===== src/rtl/colorclk_pkg.sv =====
// Shared definitions for the colour-clock controller: configuration encoding,
// the four phase-accumulator increments and the controller state enumeration.
package colorclk_pkg;

  // Width of the phase-accumulator increment and of the shared cycle counter.
  localparam int INC_W = 29;
  localparam int CNT_W = 16;

  // Configuration word layout is {altern, mode}.
  //   mode   : 0 = PAL,     1 = NTSC
  //   altern : 0 = 140 MHz, 1 = 170 MHz
  typedef logic [1:0] cfg_t;

  localparam cfg_t CFG_PAL_140  = 2'b00;
  localparam cfg_t CFG_NTSC_140 = 2'b01;
  localparam cfg_t CFG_PAL_170  = 2'b10;
  localparam cfg_t CFG_NTSC_170 = 2'b11;

  // Increments that make the accumulator produce colorclk4x for each plan.
  localparam logic [INC_W-1:0] INC_PAL_140  = 29'd68008027;
  localparam logic [INC_W-1:0] INC_NTSC_140 = 29'd54907245;
  localparam logic [INC_W-1:0] INC_PAL_170  = 29'd56006610;
  localparam logic [INC_W-1:0] INC_NTSC_170 = 29'd45217732;

  // Controller states. LOAD is the reset state so that the first clock after
  // reset release programs the accumulator from a known configuration.
  typedef enum logic [2:0] {
    ST_LOAD     = 3'd0,
    ST_SETTLE   = 3'd1,
    ST_RUN      = 3'd2,
    ST_DEBOUNCE = 3'd3,
    ST_GATE     = 3'd4
  } state_t;

  // Map a configuration word to its accumulator increment.
  function automatic logic [INC_W-1:0] inc_lookup(input cfg_t cfg);
    logic [INC_W-1:0] inc;
    case (cfg)
      CFG_PAL_140:  inc = INC_PAL_140;
      CFG_NTSC_140: inc = INC_NTSC_140;
      CFG_PAL_170:  inc = INC_PAL_170;
      CFG_NTSC_170: inc = INC_NTSC_170;
      default:      inc = INC_PAL_140;
    endcase
    return inc;
  endfunction

endpackage


===== src/rtl/cdc_sync2.sv =====
// Two-flop synchronizer for a single level signal crossing into clk.
module cdc_sync2 (
  input  logic clk,
  input  logic rst,
  input  logic d,
  output logic q
);

  logic meta;

  // Capture the asynchronous level, then re-register it to resolve metastability.
  always_ff @(posedge clk or posedge rst) begin
    if (rst) begin
      meta <= 1'b0;
      q    <= 1'b0;
    end else begin
      meta <= d;
      q    <= meta;
    end
  end

endmodule


===== src/rtl/colorclk_ctrl.sv =====
// Colour-clock configuration controller.
// Watches the (asynchronous) PAL/NTSC and 140/170 MHz requests, debounces a
// change, gates the colorclk4x output, loads the matching accumulator
// increment with an accumulator clear, waits for the output to settle and
// then re-enables it. The increment only ever changes while the output is
// gated off.
module colorclk_ctrl
  import colorclk_pkg::*;
#(
  parameter int STABLE_CYCLES = 1024,
  parameter int GATE_CYCLES   = 16,
  parameter int SETTLE_CYCLES = 256
) (
  input  logic             clk,
  input  logic             rst,
  input  logic             mode_req,
  input  logic             altern_req,
  output logic [INC_W-1:0] phase_inc,
  output logic             acc_clr,
  output logic             out_en,
  output logic             locked,
  output logic             busy,
  output logic [1:0]       cfg_applied
);

  // The shared counter is 16 bits; every duration must fit and be non-zero.
  if (STABLE_CYCLES < 1 || STABLE_CYCLES > 65535 ||
      GATE_CYCLES   < 1 || GATE_CYCLES   > 65535 ||
      SETTLE_CYCLES < 1 || SETTLE_CYCLES > 65535) begin : g_bad_params
    $error("colorclk_ctrl: STABLE/GATE/SETTLE_CYCLES must be within 1..65535");
  end

  // Terminal counts: a phase lasting N cycles ends when the counter reads N-1.
  localparam logic [CNT_W-1:0] STABLE_LAST = CNT_W'(STABLE_CYCLES - 1);
  localparam logic [CNT_W-1:0] GATE_LAST   = CNT_W'(GATE_CYCLES - 1);
  localparam logic [CNT_W-1:0] SETTLE_LAST = CNT_W'(SETTLE_CYCLES - 1);

  // ---------------------------------------------------------------------------
  // Request synchronization
  // ---------------------------------------------------------------------------
  logic mode_sync;
  logic altern_sync;
  cfg_t sync_cfg;

  cdc_sync2 u_sync_mode (
    .clk (clk),
    .rst (rst),
    .d   (mode_req),
    .q   (mode_sync)
  );

  cdc_sync2 u_sync_altern (
    .clk (clk),
    .rst (rst),
    .d   (altern_req),
    .q   (altern_sync)
  );

  assign sync_cfg = {altern_sync, mode_sync};

  // ---------------------------------------------------------------------------
  // Controller state
  // ---------------------------------------------------------------------------
  state_t           state;
  state_t           state_next;
  logic [CNT_W-1:0] cnt;
  logic [CNT_W-1:0] cnt_next;
  cfg_t             candidate;
  cfg_t             candidate_next;
  logic [INC_W-1:0] inc_next;
  cfg_t             cfg_next;
  logic             acc_clr_next;
  logic             out_en_next;
  logic             locked_next;
  logic             busy_next;

  // Next-state, counter, candidate and load decisions for the controller.
  always_comb begin
    state_next     = state;
    cnt_next       = cnt;
    candidate_next = candidate;
    inc_next       = phase_inc;
    cfg_next       = cfg_applied;

    case (state)
      ST_LOAD: begin
        // Single cycle: program the accumulator from the debounced candidate.
        inc_next   = inc_lookup(candidate);
        cfg_next   = candidate;
        cnt_next   = {CNT_W{1'b0}};
        state_next = ST_SETTLE;
      end

      ST_SETTLE: begin
        // Request changes are deliberately not looked at here; RUN picks
        // them up again once the new configuration is live.
        if (cnt == SETTLE_LAST) begin
          cnt_next   = {CNT_W{1'b0}};
          state_next = ST_RUN;
        end else begin
          cnt_next = cnt + 16'd1;
        end
      end

      ST_RUN: begin
        if (sync_cfg != cfg_applied) begin
          candidate_next = sync_cfg;
          cnt_next       = {CNT_W{1'b0}};
          state_next     = ST_DEBOUNCE;
        end else begin
          cnt_next = {CNT_W{1'b0}};
        end
      end

      ST_DEBOUNCE: begin
        if (sync_cfg == cfg_applied) begin
          // Request went back to what is already loaded: nothing to do.
          cnt_next   = {CNT_W{1'b0}};
          state_next = ST_RUN;
        end else if (sync_cfg != candidate) begin
          // Request moved again: track the newest value and restart timing.
          candidate_next = sync_cfg;
          cnt_next       = {CNT_W{1'b0}};
        end else if (cnt == STABLE_LAST) begin
          cnt_next   = {CNT_W{1'b0}};
          state_next = ST_GATE;
        end else begin
          cnt_next = cnt + 16'd1;
        end
      end

      ST_GATE: begin
        if (cnt == GATE_LAST) begin
          cnt_next   = {CNT_W{1'b0}};
          state_next = ST_LOAD;
        end else begin
          cnt_next = cnt + 16'd1;
        end
      end

      default: begin
        // Unreachable encodings recover through a fresh load of the candidate.
        cnt_next   = {CNT_W{1'b0}};
        state_next = ST_LOAD;
      end
    endcase
  end

  // Output decode: the output registers reflect the state being executed,
  // so acc_clr coincides with the increment update.
  always_comb begin
    acc_clr_next = 1'b0;
    out_en_next  = 1'b0;
    locked_next  = 1'b0;
    busy_next    = (state_next != ST_RUN);

    case (state)
      ST_LOAD: begin
        acc_clr_next = 1'b1;
      end
      ST_RUN, ST_DEBOUNCE: begin
        // Debouncing keeps the current configuration live and locked.
        out_en_next = 1'b1;
        locked_next = 1'b1;
      end
      ST_SETTLE, ST_GATE: begin
        out_en_next = 1'b0;
        locked_next = 1'b0;
      end
      default: begin
        acc_clr_next = 1'b0;
      end
    endcase
  end

  // Controller state, shared counter and debounce candidate registers.
  always_ff @(posedge clk or posedge rst) begin
    if (rst) begin
      state     <= ST_LOAD;
      cnt       <= {CNT_W{1'b0}};
      candidate <= CFG_PAL_140;
    end else begin
      state     <= state_next;
      cnt       <= cnt_next;
      candidate <= candidate_next;
    end
  end

  // Registered outputs; reset aborts any sequence back to the PAL/140 load.
  always_ff @(posedge clk or posedge rst) begin
    if (rst) begin
      phase_inc   <= INC_PAL_140;
      cfg_applied <= CFG_PAL_140;
      acc_clr     <= 1'b0;
      out_en      <= 1'b0;
      locked      <= 1'b0;
      busy        <= 1'b1;
    end else begin
      phase_inc   <= inc_next;
      cfg_applied <= cfg_next;
      acc_clr     <= acc_clr_next;
      out_en      <= out_en_next;
      locked      <= locked_next;
      busy        <= busy_next;
    end
  end

endmodule


===== config.mk =====
export PLATFORM = sky130hd
export DESIGN_NAME = colorclk_ctrl
export DESIGN_NICKNAME = d
export VERILOG_FILES = /design/src/rtl/colorclk_pkg.sv /design/src/rtl/cdc_sync2.sv /design/src/rtl/colorclk_ctrl.sv
export SDC_FILE = /design/constraint.sdc
export NUM_CORES = 1
export LEC_CHECK = 0
export ABC_AREA = 0
export CAP_MARGIN = 20
export CELL_PAD_IN_SITES_DETAIL_PLACEMENT = 0
export CELL_PAD_IN_SITES_GLOBAL_PLACEMENT = 2
export CORE_UTILIZATION = 30
export CTS_BUF_LIST = sky130_fd_sc_hd__clkbuf_4 sky130_fd_sc_hd__clkbuf_8 sky130_fd_sc_hd__clkbuf_16
export CTS_CLUSTER_DIAMETER = 40
export DETAILED_ROUTE_END_ITERATION = 7
export HOLD_SLACK_MARGIN = 0.03
export PLACE_DENSITY_LB_ADDON = 0.1
export SYNTH_ARGS = -nofsm -noshare
export SYNTH_HDL_FRONTEND = slang
export SYNTH_SLANG_ARGS = --single-unit
export TNS_END_PERCENT = 1

===== constraint.sdc =====
create_clock -name clk -period 1.5 [get_ports clk]
set_input_delay 0.3 -clock clk [delete_from_list [all_inputs] [get_ports clk]]
set_output_delay 0.3 -clock clk [all_outputs]
set_load 0.01 [all_outputs]

Word level (Yosys, flattened, before mapping)
Cells that the tools add are included.
{"block": "op_classes", "add_sub_neg": 1, "eq_ne": 17, "muxes": 20, "n_reduce_logical": 5}
{"op": "case mux 29 bit (4 select lines)", "n": 1}
{"op": "two-way mux 16 bit", "n": 5}
{"op": "case mux 16 bit (3 select lines)", "n": 1}
{"op": "two-way mux 3 bit", "n": 6}
{"op": "adder 16 x 1 -> 16 bit, second input constant", "n": 1}
{"op": "equality test 16 x 10 -> 1 bit, second input constant", "n": 1}
{"op": "equality test 16 x 4 -> 1 bit, second input constant", "n": 1}
{"op": "equality test 16 x 8 -> 1 bit, second input constant", "n": 1}
{"op": "case mux 3 bit (5 select lines)", "n": 1}
{"op": "equality test 3 x 2 -> 1 bit, second input constant", "n": 2}
{"op": "two-way mux 2 bit", "n": 3}
{"op": "inequality test 2 bit, second input constant", "n": 3}
{"op": "equality test 2 bit, second input constant", "n": 2}
{"op": "inequality test 2 bit", "n": 2}
{"op": "case mux 2 bit (2 select lines)", "n": 1}
{"op": "AND reduction 4 bit", "n": 1}
{"op": "equality test 3 x 1 -> 1 bit, second input constant", "n": 1}
{"op": "equality test 3 bit, second input constant", "n": 1}
{"op": "zero test 3 bit", "n": 1}
{"op": "inequality test 3 x 2 -> 1 bit, second input constant", "n": 1}
{"op": "equality test 2 x 1 -> 1 bit, second input constant", "n": 1}
{"op": "equality test 2 bit", "n": 1}
{"op": "zero test 2 bit", "n": 1}
{"op": "two-way mux 1 bit", "n": 2}
{"op": "2 further kinds", "n": 2}
{"block": "word_totals", "register_bits": 59, "output_inout_bits": 35, "wordCells": 55}

Logic depth before layout (Yosys ltp)
{"block": "logic_depth", "word_depth": 6, "depth_mapped": 6}

By module
From an unflattened synthesis, not the netlist that was laid out.
{"block": "unflattened", "cells_unflattened": 207, "hier_area_um2": 2169.6}
{"mod": "colorclk_ctrl", "n_inst": 1, "cells_each": 201, "area_per_inst_um2": 2062.0}
{"mod": "cdc_sync2", "n_inst": 2, "cells_each": 3, "area_per_inst_um2": 53.8}

Least setup slack after synthesis
Ideal clock, no wire load.
{"block": "synth_path", "path_type": "register to register", "startpoint": "register cnt[10]", "endpoint": "register cnt[3]", "setup_time_ps": 123, "t_arrival_ps": 1502, "setup_slack_ps": -125, "path_stages_with_launch": 6, "path_buffers": 1, "cell_sequence": "dfrtp_1 nor4_4 nand4_2 a32oi_4 buf_12 a21oi_2"}
{"block": "synth_between", "elab_chain_len": 5, "elab_cells_between_ends": 9, "classes_between": "3 x eq/ne; 6 x mux"}
{"element": "start, declared", "line": "colorclk_ctrl.sv:66", "rtl": "logic [CNT_W-1:0] cnt;"}
{"element": "start signal, assigned", "line": "colorclk_ctrl.sv:180", "rtl": "cnt <= {CNT_W{1'b0}};"}
{"element": "start signal, assigned", "line": "colorclk_ctrl.sv:184", "rtl": "cnt <= cnt_next;"}
{"element": "equality test 16 x 10 -> 1 bit", "line": "colorclk_ctrl.sv:124", "rtl": "end else if (cnt == STABLE_LAST) begin"}
{"element": "two-way mux 16 bit", "line": "colorclk_ctrl.sv:124"}
{"element": "two-way mux 16 bit", "line": "colorclk_ctrl.sv:120", "rtl": "end else if (sync_cfg != candidate) begin"}
{"element": "two-way mux 16 bit", "line": "colorclk_ctrl.sv:116", "rtl": "if (sync_cfg == cfg_applied) begin"}
{"element": "case mux 16 bit (3 select lines) (*)", "line": "colorclk_ctrl.sv:85", "rtl": "case (state)"}
{"element": "named net cnt_next[3]", "line": "colorclk_ctrl.sv:67", "rtl": "logic [CNT_W-1:0] cnt_next;"}
Mark *: on every way through the listed nets, which the timed path passes. The rest lies on a longest branch.
A chain may end at the register's enable or synchronous reset.

Final worst setup path
{"block": "layout_path", "startpoint": "register cnt[10]", "endpoint": "register cnt[13]"}
{"block": "layout_between", "elab_chain_len": 5, "elab_cells_between_ends": 10, "classes_between": "1 x add/sub; 3 x eq/ne; 6 x mux"}
{"element": "adder 16 x 1 -> 16 bit / equality test 16 x 10 -> 1 bit (equally long branches)"}
{"element": "two-way mux 16 bit", "line": "colorclk_ctrl.sv:124"}
{"element": "two-way mux 16 bit", "line": "colorclk_ctrl.sv:120"}
{"element": "two-way mux 16 bit", "line": "colorclk_ctrl.sv:116"}
{"element": "case mux 16 bit (3 select lines) (*)", "line": "colorclk_ctrl.sv:85"}
{"element": "named net cnt_next[13]", "line": "colorclk_ctrl.sv:67"}
Marks and branches as above.

==> impl_metrics.json <==
{
  "hold_viol_final": 0,
  "startpoint_type": "flop",
  "multiInputGateArea_um2": 960,
  "wl_mm": 4.93,
  "cts.sinks": 43,
  "cp.required_ps": 1680,
  "crit_fanout": 16,
  "drt_iter0_markers": 59,
  "grt_antenna_before_repair": 0,
  "p_seq_frac": 0.510,
  "net-switching-power_mw": 0.450,
  "period_minus_slack_ps": 1720,
  "synth_area_per_cell_um2": 10.8,
  "synthTopCellsByArea": "dfrtp_1 (41%), dfstp_2 (8.4%), buf_4 (6.1%)",
  "ir_drop_mv": 0.530,
  "cts_root_buf": "clkbuf_8",
  "nets": 278,
  "grt_pass1_wl_mm": 8.34,
  "rsz0062_at_grt": "yes",
  "syn_inst": 204,
  "r2r-start": "cnt[10]$_DFF_PP0_",
  "placed_cell_area_um2": 2830,
  "yosysTopAreaCell": "dfrtp_1",
  "regToRegSetupSlack_ps": -220,
  "antennaDiodeCount": 0,
  "cap_violations": 0,
  "area_growth_syn_to_layout_pct": 35.6,
  "ys_ff_latch": 43,
  "r2r-end": "cnt[13]$_DFF_PP0_",
  "ys_types": 44,
  "critPathCaptureType": "flop",
  "fin_area_um2": 2980,
  "slew_violations": 0,
  "ys_seq_area_frac": 0.493,
  "layout_commonest_cell": "buf_4",
  "numCtsBuffers": 5,
  "hold_class": "in -> async",
  "p_leak_nw": 1.46,
  "clk-insertion-delay-late_ps": 290,
  "cts_tree": "built",
  "drt-pass1-iter-count": 4,
  "die_h_um": 87.6,
  "seq_area_um2": 1080,
  "fin_ws_ps": -220,
  "ys.flop_type": "dfrtp_1",
  "ant_nets": 0,
  "clock_path_buffers": 2,
  "dp_hpwl_mm": 3.75,
  "htreeDepth": 2,
  "crit_arrival_ps": 1900,
  "synth_edf_count": 0,
  "fill_cells": 690,
  "grt_util_all_layers": 0.144,
  "status": "finished with violations",
  "drc_errors": 0,
  "final_cell_mix": "buf_4 (39), dfrtp_1 (36), dlygate4sd2_1 (27)",
  "p_clk_frac": 0.470,
  "final.period_utilization": 1.15,
  "avgViaCountPerCell": 4.51,
  "finalSetupViolCount": 18,
  "path_clk_slew_ps": 90,
  "hold_ws_ps": 352,
  "violations": "negative setup slack",
  "synthArstFlopShare": 1.00,
  "port_buffers": 33,
  "swShare": 0.196,
  "drive_above_1_share": 0.317,
  "syn_area_um2": 2200,
  "total_power_mw": 2.29,
  "p_comb_frac": 0.020,
  "critical_path_class": "reg -> reg",
  "grt_pass1_vias": 1702,
  "ys_warn_count": 0,
  "power_per_cell_area_nw_per_um2": 769,
  "dieArea_um2": 7670,
  "synth_top_area_share": 0.410,
  "wl_per_cell_um": 13.5,
  "fp-row-count": 30,
  "ios": 39,
  "fin_skew_ps": 4.18,
  "grt_max_degree": 23,
  "gp_congestion": 0.760,
  "gr-total-overflow": 0,
  "core_area_um2": 6940,
  "fp.dieW_um": 87.6,
  "fmax_mhz": 582,
  "reg2regPathDepth": 5,
  "power.internal_mw": 1.84,
  "routed-via-count": 1640,
  "start_util": 0.317
}
## worst max-delay path: stages, from the launching register on
cell and delay, ps:
dfrtp_1 420, nor4_4 420, nand4_1 240, a32oi_4 240
buf_12 190, a22oi_1 90
## cell families after synthesis
| group | synth area share |
|---|---|
| flip-flops | 0.493 |
| adder cells (fa/ha/maj) | 0.0398 |
| AND/OR/NAND/NOR | 0.171 |
| AO/OA/AOI/OAI | 0.127 |
| other | 0.00342 |
| buffers and inverters | 0.0916 |
| XOR/XNOR | 0.0637 |
| multiplexers | 0.0102 |
## through the flow
step,setup TNS [ps],setup slack (ps),util,instances
after floorplan,-1180,-109,-,207
after global placement,-2350,-169,0.408,355
after detailed placement,-3750,-260,0.408,355
after CTS,-3170,-226,0.427,364
after global routing,-4210,-271,0.429,364
final,-3190,-220,0.429,364
## registers in the layout, indices dropped and copies added (netlist names)
register and cells:
cfg_applied 2, acc_clr 1, candidate 2, cnt 16
phase_inc 13, u_sync_altern.q 1, locked 1, u_sync_mode.q 1
busy 1, u_sync_altern.meta 1, u_sync_mode.meta 1, state 3
## cell usage after synthesis, types with 2 or more instances
master	count
xnor2_1	8
and3_1	2
a22oi_1	2
nor4_4	2
o31ai_1	2
mux2_2	2
or3_1	2
a21oi_2	10
and2_1	2
o21ai_0	9
nor4_1	2
and3_2	2
nor2_1	10
a21oi_1	6
nand3_1	5
xor2_1	8
nor3_1	2
dfstp_2	7
conb_1	2
inv_1	7
nand2_1	26
nand4_1	6
buf_4	18
ha_1	7
dfrtp_1	36
## repair_timing
action                                  in CTS  in global routing
pin swaps                                    5                  3
hold buffers                                 0                  0
gates resized for setup                     32                  7
setup buffers                                1                  0
hold endpoints to repair                     0                  0
endpoints found under the setup margin      47                 22
cloned                                       0                  0
## power by group through the flow
stage / Sequential [mW] / Combinational [mW] / Clock, mW
floorplan: 1.19 / 0.0378 / 0
global placement: 1.19 / 0.0479 / 0
detailed placement: 1.19 / 0.0489 / 0
CTS: 1.17 / 0.0487 / 1.12
global route: 1.17 / 0.0548 / 1.16
finish: 1.17 / 0.0464 / 1.08
## worst max-delay path by stage
stage | slack [ps] | start | endpoint | depth (start not counted)
2_1_floorplan | -110 | cnt[10]$_DFF_PP0_ | cnt[8]$_DFF_PP0_ | 5
3_3_place_gp | -170 | cnt[10]$_DFF_PP0_ | cnt[15]$_DFF_PP0_ | 5
3_5_place_dp | -260 | cnt[4]$_DFF_PP0_ | cnt[1]$_DFF_PP0_ | 6
4_1_cts | -230 | cnt[13]$_DFF_PP0_ | cnt[15]$_DFF_PP0_ | 5
5_1_grt | -270 | cnt[10]$_DFF_PP0_ | cnt[13]$_DFF_PP0_ | 5
6_report | -220 | cnt[10]$_DFF_PP0_ | cnt[13]$_DFF_PP0_ | 5
## routing by layer
layer,GRT usage,vias up,wire length [um]
li1,-,804,-
met1,0.202,791,2400
met2,0.222,38,2310
met3,0.0226,7,146
met4,0.0551,0,73
met5,0,-,0
## cell type report
class                      instances  area share
clock buffer                       5      0.0231
clock inverter                     3      0.0227
inverter                           7     0.00881
multi-input combinational        135       0.322
sequential                        43       0.364
tap                               96      0.0403
timing repair buffer              75       0.219
Note: power is estimated with default switching activity, not from simulation.
